File: config.mk
export PLATFORM = sky130hd
export DESIGN_NAME = multicycle_ctrl_flat
export DESIGN_NICKNAME = d
export VERILOG_FILES = /design/src/rtl/mips_pkg.sv /design/src/rtl/multicycle_ctrl_if.sv /design/src/rtl/multicycle_ctrl.sv /design/src/flat_wrapper.sv
export SDC_FILE = /design/constraint.sdc
export NUM_CORES = 1
export LEC_CHECK = 0
export CAP_MARGIN = 0
export CORE_UTILIZATION = 51
export CTS_CLUSTER_SIZE = 8
export DETAILED_ROUTE_END_ITERATION = 10
export PLACE_DENSITY_LB_ADDON = 0.05
export SYNTH_ARGS = -nofsm -noshare
export SYNTH_HDL_FRONTEND = slang
export SYNTH_SLANG_ARGS = --single-unit
export TNS_END_PERCENT = 100
File: constraint.sdc
create_clock -name clk -period 3.2 [get_ports clk]
set_clock_uncertainty 0.2 [all_clocks]
set_input_delay 0.8 -clock clk [delete_from_list [all_inputs] [get_ports clk]]
set_output_delay 0.8 -clock clk [all_outputs]
set_load 0.005 [all_outputs]
File: src/rtl/mips_pkg.sv
// Shared encodings for the multi-cycle MIPS control path: opcodes, FSM states and
// the datapath mux codes the controller drives.
package mips_pkg;

    localparam logic [5:0] OP_RTYPE = 6'b000000;
    localparam logic [5:0] OP_ADDI  = 6'b001000;
    localparam logic [5:0] OP_LI    = 6'b100111;
    localparam logic [5:0] OP_LW    = 6'b100011;
    localparam logic [5:0] OP_SW    = 6'b101011;
    localparam logic [5:0] OP_BEQ   = 6'b000100;
    localparam logic [5:0] OP_J     = 6'b000010;

    localparam logic [1:0] ALUOP_ADD   = 2'b00;
    localparam logic [1:0] ALUOP_SUB   = 2'b01;
    localparam logic [1:0] ALUOP_FUNCT = 2'b10;

    localparam logic [1:0] ALUSRCB_B       = 2'b00;
    localparam logic [1:0] ALUSRCB_FOUR    = 2'b01;
    localparam logic [1:0] ALUSRCB_IMM     = 2'b10;
    localparam logic [1:0] ALUSRCB_IMM_SH2 = 2'b11;

    localparam logic [1:0] PCSRC_ALU    = 2'b00;
    localparam logic [1:0] PCSRC_ALUOUT = 2'b01;
    localparam logic [1:0] PCSRC_JUMP   = 2'b10;

    typedef enum logic [3:0] {
        S_IDLE   = 4'd0,
        S_FETCH  = 4'd1,
        S_DECODE = 4'd2,
        S_REXEC  = 4'd3,
        S_RWB    = 4'd4,
        S_IEXEC  = 4'd5,
        S_IWB    = 4'd6,
        S_MADDR  = 4'd7,
        S_MRD    = 4'd8,
        S_MWB    = 4'd9,
        S_MWR    = 4'd10,
        S_BEQ    = 4'd11,
        S_JUMP   = 4'd12,
        S_TRAP   = 4'd13
    } state_t;

endpackage

File: src/rtl/multicycle_ctrl_if.sv
// Controller <-> datapath/memory bundle; master is the control FSM, slave the datapath.
interface multicycle_ctrl_if #(parameter int OPC_W = 6);

    logic [OPC_W-1:0] opcode;
    logic             zero;
    logic             mem_ready;
    logic             mem_read;
    logic             mem_write;
    logic             i_or_d;
    logic             ir_write;
    logic             mem_to_reg;
    logic             reg_dst;
    logic             reg_write;
    logic             alu_src_a;
    logic [1:0]       alu_src_b;
    logic [1:0]       alu_op;
    logic [1:0]       pc_source;
    logic             pc_write;
    logic             pc_write_cond;

    modport master (
        input  opcode, zero, mem_ready,
        output mem_read, mem_write, i_or_d, ir_write, mem_to_reg, reg_dst, reg_write,
               alu_src_a, alu_src_b, alu_op, pc_source, pc_write, pc_write_cond
    );

    modport slave (
        output opcode, zero, mem_ready,
        input  mem_read, mem_write, i_or_d, ir_write, mem_to_reg, reg_dst, reg_write,
               alu_src_a, alu_src_b, alu_op, pc_source, pc_write, pc_write_cond
    );

endinterface

File: src/rtl/multicycle_ctrl.sv
// Multi-cycle MIPS control FSM with wait-state memory handshake and retired-instruction count.
// Define ILLEGAL_TRAP_EN to trap (and latch illegal_op) on undefined opcodes instead of skipping them.
module multicycle_ctrl
    import mips_pkg::*;
#(
    parameter int CNT_W = 32,
    parameter int OPC_W = 6
) (
    input  logic             clk,
    input  logic             rst_n,
    multicycle_ctrl_if.master bus,
    output logic [3:0]       state,
    output logic [CNT_W-1:0] instr_cnt,
    output logic             illegal_op
);

    state_t           cur, nxt;
    logic [OPC_W-1:0] opc_raw;
    logic [5:0]       op;
    logic             retire;

    assign opc_raw = bus.opcode;
    assign op      = 6'(opc_raw);
    assign state   = cur;

    always_ff @(posedge clk or negedge rst_n) begin
        if (!rst_n) cur <= S_IDLE;
        else        cur <= nxt;
    end

    // Moore decode of the control word; only the fetch completion strobes follow mem_ready directly.
    always_comb begin
        nxt               = cur;
        bus.mem_read      = 1'b0;
        bus.mem_write     = 1'b0;
        bus.i_or_d        = 1'b0;
        bus.ir_write      = 1'b0;
        bus.mem_to_reg    = 1'b0;
        bus.reg_dst       = 1'b0;
        bus.reg_write     = 1'b0;
        bus.alu_src_a     = 1'b0;
        bus.alu_src_b     = ALUSRCB_B;
        bus.alu_op        = ALUOP_ADD;
        bus.pc_source     = PCSRC_ALU;
        bus.pc_write      = 1'b0;
        bus.pc_write_cond = 1'b0;
        unique case (cur)
            S_IDLE: nxt = S_FETCH;
            S_FETCH: begin
                bus.mem_read  = 1'b1;
                bus.alu_src_b = ALUSRCB_FOUR;
                if (bus.mem_ready) begin
                    bus.ir_write = 1'b1;
                    bus.pc_write = 1'b1;
                    nxt          = S_DECODE;
                end
            end
            S_DECODE: begin
                bus.alu_src_b = ALUSRCB_IMM_SH2;
                case (op)
                    OP_RTYPE:       nxt = S_REXEC;
                    OP_LW, OP_SW:   nxt = S_MADDR;
                    OP_ADDI, OP_LI: nxt = S_IEXEC;
                    OP_BEQ:         nxt = S_BEQ;
                    OP_J:           nxt = S_JUMP;
`ifdef ILLEGAL_TRAP_EN
                    default:        nxt = S_TRAP;
`else
                    default:        nxt = S_FETCH;
`endif
                endcase
            end
            S_REXEC: begin
                bus.alu_src_a = 1'b1;
                bus.alu_op    = ALUOP_FUNCT;
                nxt           = S_RWB;
            end
            S_RWB: begin
                bus.reg_dst   = 1'b1;
                bus.reg_write = 1'b1;
                nxt           = S_FETCH;
            end
            S_IEXEC: begin
                bus.alu_src_a = 1'b1;
                bus.alu_src_b = ALUSRCB_IMM;
                nxt           = S_IWB;
            end
            S_IWB: begin
                bus.reg_write = 1'b1;
                nxt           = S_FETCH;
            end
            S_MADDR: begin
                bus.alu_src_a = 1'b1;
                bus.alu_src_b = ALUSRCB_IMM;
                nxt           = (op == OP_LW) ? S_MRD : S_MWR;
            end
            S_MRD: begin
                bus.mem_read = 1'b1;
                bus.i_or_d   = 1'b1;
                if (bus.mem_ready) nxt = S_MWB;
            end
            S_MWB: begin
                bus.mem_to_reg = 1'b1;
                bus.reg_write  = 1'b1;
                nxt            = S_FETCH;
            end
            S_MWR: begin
                bus.mem_write = 1'b1;
                bus.i_or_d    = 1'b1;
                if (bus.mem_ready) nxt = S_FETCH;
            end
            S_BEQ: begin
                bus.alu_src_a     = 1'b1;
                bus.alu_op        = ALUOP_SUB;
                bus.pc_source     = PCSRC_ALUOUT;
                bus.pc_write_cond = 1'b1;
                nxt               = S_FETCH;
            end
            S_JUMP: begin
                bus.pc_source = PCSRC_JUMP;
                bus.pc_write  = 1'b1;
                nxt           = S_FETCH;
            end
            S_TRAP:  nxt = S_TRAP;
            default: nxt = S_IDLE;
        endcase
    end

    // An instruction retires only when a completion state hands back to fetch.
    assign retire = (nxt == S_FETCH) &&
                    (cur inside {S_RWB, S_IWB, S_MWB, S_MWR, S_BEQ, S_JUMP});

    always_ff @(posedge clk or negedge rst_n) begin
        if (!rst_n)      instr_cnt <= '0;
        else if (retire) instr_cnt <= instr_cnt + 1'b1;
    end

`ifdef ILLEGAL_TRAP_EN
    always_ff @(posedge clk or negedge rst_n) begin
        if (!rst_n)                                illegal_op <= 1'b0;
        else if (cur == S_DECODE && nxt == S_TRAP) illegal_op <= 1'b1;
    end
`else
    assign illegal_op = 1'b0;
`endif

endmodule

File: src/flat_wrapper.sv
// flat-port wrapper written by rule: the top's interface ports become plain ports
module multicycle_ctrl_flat import mips_pkg::*;
#(
    parameter int CNT_W = 32,
    parameter int OPC_W = 6
)
  (clk, rst_n, state, instr_cnt, illegal_op, bus_opcode, bus_zero, bus_mem_ready, bus_mem_read, bus_mem_write, bus_i_or_d, bus_ir_write, bus_mem_to_reg, bus_reg_dst, bus_reg_write, bus_alu_src_a, bus_alu_src_b, bus_alu_op, bus_pc_source, bus_pc_write, bus_pc_write_cond);
  multicycle_ctrl_if #(.OPC_W(OPC_W)) bus_i ();
  input  logic clk;
  input  logic rst_n;
  output logic [3:0] state;
  output logic [CNT_W-1:0] instr_cnt;
  output logic illegal_op;
  input wire logic [$bits(bus_i.opcode)-1:0] bus_opcode;
  input wire logic [$bits(bus_i.zero)-1:0] bus_zero;
  input wire logic [$bits(bus_i.mem_ready)-1:0] bus_mem_ready;
  output wire logic [$bits(bus_i.mem_read)-1:0] bus_mem_read;
  output wire logic [$bits(bus_i.mem_write)-1:0] bus_mem_write;
  output wire logic [$bits(bus_i.i_or_d)-1:0] bus_i_or_d;
  output wire logic [$bits(bus_i.ir_write)-1:0] bus_ir_write;
  output wire logic [$bits(bus_i.mem_to_reg)-1:0] bus_mem_to_reg;
  output wire logic [$bits(bus_i.reg_dst)-1:0] bus_reg_dst;
  output wire logic [$bits(bus_i.reg_write)-1:0] bus_reg_write;
  output wire logic [$bits(bus_i.alu_src_a)-1:0] bus_alu_src_a;
  output wire logic [$bits(bus_i.alu_src_b)-1:0] bus_alu_src_b;
  output wire logic [$bits(bus_i.alu_op)-1:0] bus_alu_op;
  output wire logic [$bits(bus_i.pc_source)-1:0] bus_pc_source;
  output wire logic [$bits(bus_i.pc_write)-1:0] bus_pc_write;
  output wire logic [$bits(bus_i.pc_write_cond)-1:0] bus_pc_write_cond;
  assign bus_i.opcode = bus_opcode;
  assign bus_i.zero = bus_zero;
  assign bus_i.mem_ready = bus_mem_ready;
  assign bus_mem_read = bus_i.mem_read;
  assign bus_mem_write = bus_i.mem_write;
  assign bus_i_or_d = bus_i.i_or_d;
  assign bus_ir_write = bus_i.ir_write;
  assign bus_mem_to_reg = bus_i.mem_to_reg;
  assign bus_reg_dst = bus_i.reg_dst;
  assign bus_reg_write = bus_i.reg_write;
  assign bus_alu_src_a = bus_i.alu_src_a;
  assign bus_alu_src_b = bus_i.alu_src_b;
  assign bus_alu_op = bus_i.alu_op;
  assign bus_pc_source = bus_i.pc_source;
  assign bus_pc_write = bus_i.pc_write;
  assign bus_pc_write_cond = bus_i.pc_write_cond;
  multicycle_ctrl #(.CNT_W(CNT_W), .OPC_W(OPC_W)) u_core (.clk(clk), .rst_n(rst_n), .bus(bus_i), .state(state), .instr_cnt(instr_cnt), .illegal_op(illegal_op));
endmodule
After elaboration in Yosys (flattened, before gate mapping):

Cells that the tools add are included.

* register bits: 36
* bits of input ports: 10
* output and inout port bits: 53
* logic and storage cells: 55

* $add $sub $neg: 1
* eq/ne operators: 20
* muxes and demuxes: 20
* reductions and logical operators: 12

Operators with widths (count)
* one-hot mux 4 bit (9 select lines): 1
* adder 32 x 1 -> 32 bit (second input constant): 1
* equality test 4 bit (second input constant): 6
* one-hot mux 4 bit (5 select lines): 1
* equality test 6 bit (second input constant): 3
* equality test 4 x 3 -> 1 bit (second input constant): 4
* 2-to-1 mux 4 bit: 3
* 2-to-1 mux 1 bit: 10
* OR reduction 2 bit: 5
* equality test 4 x 1 -> 1 bit (second input constant): 2
* equality test 4 x 2 -> 1 bit (second input constant): 2
* one-hot mux 2 bit (2 select lines): 2
* equality test 6 x 2 -> 1 bit (second input constant): 1
* equality test 6 x 3 -> 1 bit (second input constant): 1
* equality test 6 x 4 -> 1 bit (second input constant): 1
* zero test 6 bit: 1
* one-hot mux 2 bit (3 select lines): 1
* nonzero test 6 bit: 1
* OR reduction 6 bit: 1
* zero test 4 bit: 1
* OR reduction 4 bit: 1
* OR reduction 3 bit: 1
* 2-to-1 mux 2 bit: 1
* one-hot mux 1 bit (2 select lines): 1
* logical AND 1 bit: 1

Longest topological paths before layout:

* depth after elaboration: 6
* gate-level depth with buffers: 7
* gate-level depth less buffers: 5

Least setup slack after synthesis:

OpenSTA, ideal clock, no wires.

* path type: reg-to-output
* start point: register u_core.cur[1], in the netlist u_core.state[1]
* end point: output bus_pc_write
* data arrival time: 1.386 ns
* data required time: 2.200 ns
* setup slack: 0.814 ns
* cell stages (with the launch flop): 5
* path through: dfrtp_1 > clkbuf_1 > nand2b_1 > nor4b_1 > or2_2

* longest elaborated chain between the ends: 2
* elaborated cells on any way between the ends: 3

RTL lines
* start, declared: line multicycle_ctrl.sv:17 `state_t cur, nxt;`
* start signal, assigned: line multicycle_ctrl.sv:28 `else cur <= nxt;`
* equality test 4 bit / equality test 4 x 1 -> 1 bit (equally long branches): line multicycle_ctrl.sv:47 `unique case (cur)`
* one-hot mux 1 bit (2 select lines) *: line multicycle_ctrl.sv:47
* end, declared: line flat_wrapper.sv:28 `output wire logic [$bits(bus_i.pc_write)-1:0] bus_pc_write;`

Mark *: on every way between the ends. The rest lies on a longest branch, timed or not.

Worst setup path in the final report:

* start point: input bus_mem_ready
* end point: output bus_pc_write

* longest elaborated chain between the ends: 2

RTL lines
* start, declared: line flat_wrapper.sv:16 `input wire logic [$bits(bus_i.mem_ready)-1:0] bus_mem_ready;`
* 2-to-1 mux 1 bit: line multicycle_ctrl.sv:52 `if (bus.mem_ready) begin`
* one-hot mux 1 bit (2 select lines): line multicycle_ctrl.sv:47

No other way between the ends.

==> run_results.csv <==
group,metric,value,unit
cts,root_buffer,"clkbuf_8",
cts,cts_buffers,5,
synthesis,yosysTopAreaCell,"dfrtp_1",
cells_and_area,area_growth_syn_to_layout,36.0,%
synthesis,yosysSeqAreaShare,0.431,
synthesis,yosysMostFrequentCell,"dfrtp_1",
pwr,power.switching,0.562,mW
die,start_util,0.550,
drt,first_iter_violations,84,
timing,period_share,0.993,
cells_and_area,stdcell_area,2840,um2
cells_and_area,drive_gt1_frac,0.0993,
die,num_rows,22,
die,coreArea,3800,um2
status,outcome,"complete, no violations",
worst_setup_path,cp-start-kind,"input port",
timing,fmax,0.315,GHz
job,drv_cap,0,
worst_setup_path,arrival,2.18,ns
synthesis,synth_top_area_frac,0.431,
drt,first_pass_iters,4,
pwr,p_int,0.995,mW
drt,ant_nets,0,
global_routing,grtUsageTotal,0.244,
cells_and_area,fin_util,0.748,
worst_setup_path,crit_required,2.20,ns
timing,setup_viol_count_final,0,
drt,via_per_inst,5.66,
drt,num_vias,1869,
global_routing,antenna_found_initial,0,
drt,drc,0,
global_routing,grt_max_degree,37,
drt,wirelength,4860,um
pwr,p_per_area,548,nW/um2
synthesis,synth_top_cells_by_count,"dfrtp_1, nand2_1, xnor2_1",
drt,post_drt_wl_per_cell,14.7,um
cts,cts_max_path_buffers,2,
synthesis,synth_ff_type,"dfrtp_1",
timing,worst_slew_pin_slew,0.680,ns
global_routing,grt_overflow_total,0,
cts,cts_setup_buffers,0,
pwr,power.share.sequential,0.379,
synthesis,synth_warnings,0,
timing,finalHoldViolations,0,
global_routing,first_global_vias,1701,
pwr,pwr-share-clk,0.203,
pwr,switching_share,0.361,
worst_setup_path,crit_type,"in -> out",
worst_hold_path,hold_class,"reg -> reg",
placement,dp_hpwl,3490,um
cts,cts.sinks,36,
timing,maxSlewViolCount,0,
placement,place_area,2740,um2
cts,cts_max_level,2,
synthesis,avgSynthCellArea,9.59,um2
global_routing,grt_pass1_wl,7980,um
synthesis,synth.net_count,229,
synthesis,netlist_area,2090,um2
die,dieArea,4360,um2
placement,gp_congestion,0.797,
synthesis,ys_types,45,
cts,cts_tree,"built",
cts,clock_latency,0.29,ns
cts,holdBufCountCts,0,
synthesis,synthTopCellsByArea,"dfrtp_1, xnor2_1, xor2_1",
pwr,ir_drop,0.424,mV
synthesis,postSynthRegisterBits,36,
die,die_h,66.0,um
synthesis,syn_inst,218,
timing,fin_crit,3.18,ns
cts,clk_pin_slew,0.07,ns
worst_setup_path,cp_max_fo,2,
placement,port_buffers,60,
timing,slew_headroom,0.547,
die,io_pins,63,
synthesis,synth_edf_count,0,
cells_and_area,antenna_cells,0,
pwr,p_comb_frac,0.418,
die,die_x,66.0,um
pwr,power_leakage,1.19,nW
cells_and_area,nets,292,
synthesis,async_reset_ff_frac,1.00,
worst_setup_path,cp-end-kind,"primary output",
-- state kept, by name, indices dropped and copies added, names as in the netlist --
signal	count
u_core.instr_cnt	32
u_core.state	4
-- power groups by stage --
stage / Combinational [mW] / Sequential (mW) / Clock [mW]
detailed placement: 0.633 / 0.594 / 0
global placement: 0.619 / 0.593 / 0
floorplan: 0.352 / 0.558 / 0
finish: 0.651 / 0.590 / 0.317
global route: 0.722 / 0.599 / 0.349
CTS: 0.643 / 0.586 / 0.325
-- per-stage QoR --
stage / hold slack, ns / TNS [ns] / setup WS [ns] / instances / power [mW]
global placement: 0.260 / -0.0239 / -0.0239 / 322 / 1.21
finish: 0.293 / 0 / 0.0213 / 330 / 1.56
global route: 0.311 / -0.0122 / -0.0122 / 330 / 1.67
CTS: 0.298 / 0 / 0.0147 / 330 / 1.55
floorplan: 0.269 / 0 / 0.814 / 218 / 0.910
detailed placement: 0.283 / -0.115 / -0.104 / 322 / 1.23
-- kinds of logic after synthesis --
| kind of cell | after synthesis | share of synthesized area |
|---|---|---|
| other | 1 | 0.00179 |
| xor gates and xnor gates | 34 | 0.142 |
| adders and majority gates | 1 | 0.00598 |
| AOI/OAI and AO/OA | 23 | 0.0700 |
| buffers and inverters | 15 | 0.0395 |
| and+or+nand+nor | 108 | 0.309 |
| DFF | 36 | 0.431 |
-- path summary, 6_finish.rpt --
path,start,endpoint,slack [ns],cells after the start
min in group asynchronous,rst_n,u_core.state[0],0.73,2
hold / removal,u_core.instr_cnt[17],u_core.instr_cnt[17],0.29,1
setup reg to reg,u_core.state[2],u_core.instr_cnt[10],0.63,6
max in group asynchronous,rst_n,u_core.instr_cnt[16],1.76,2
hold reg to reg,u_core.instr_cnt[17],u_core.instr_cnt[17],0.29,1
setup / recovery,bus_mem_ready,bus_pc_write,0.02,4
-- per-layer routing --
metal,routed length [um],part of all wire,vias to the layer above,track usage
met3,291,0.060,10,0.0569
li1,-,-,905,-
met1,2230,0.46,877,0.319
met5,0,0,-,0
met2,2260,0.46,77,0.384
met4,74,0.015,0,0.104
-- layout make-up --
type / instances / area (um2)
fill: 303 / 956
multi-input combinational: 167 / 1120
clock buffer: 5 / 68.8
tap: 48 / 60.1
clock inverter: 3 / 18.8
timing repair buffer: 68 / 661
sequential: 36 / 901
inverter: 3 / 11.3
-- worst max-delay path, cell delays in order --
cell and delay (ns):
clkdlybuf4s50_1 0.50, nor4b_4 0.24, or2_2 0.16, clkdlybuf4s50_1 0.49
-- what timing repair did --
| item | CTS | global route |
|---|---|---|
| endpoints found under the setup margin | 2 | 1 |
| hold endpoints to repair | 0 | 0 |
| resized for setup | 1 | 1 |
-- cell usage in the layout, fill, tap and decap left out, drive strengths merged, types with 6 or more instances in the layout --
master	synthesis	final
nor4	10	10
xnor2	19	19
nor3	13	13
o21ai	8	8
dfrtp	36	36
xor2	15	15
clkdlybuf4s50	0	60
nand2b	6	6
nor2	13	13
nand4	15	15
buf	9	8
nand2	22	22
nand3	9	9
(Power assumes the default switching activity.)
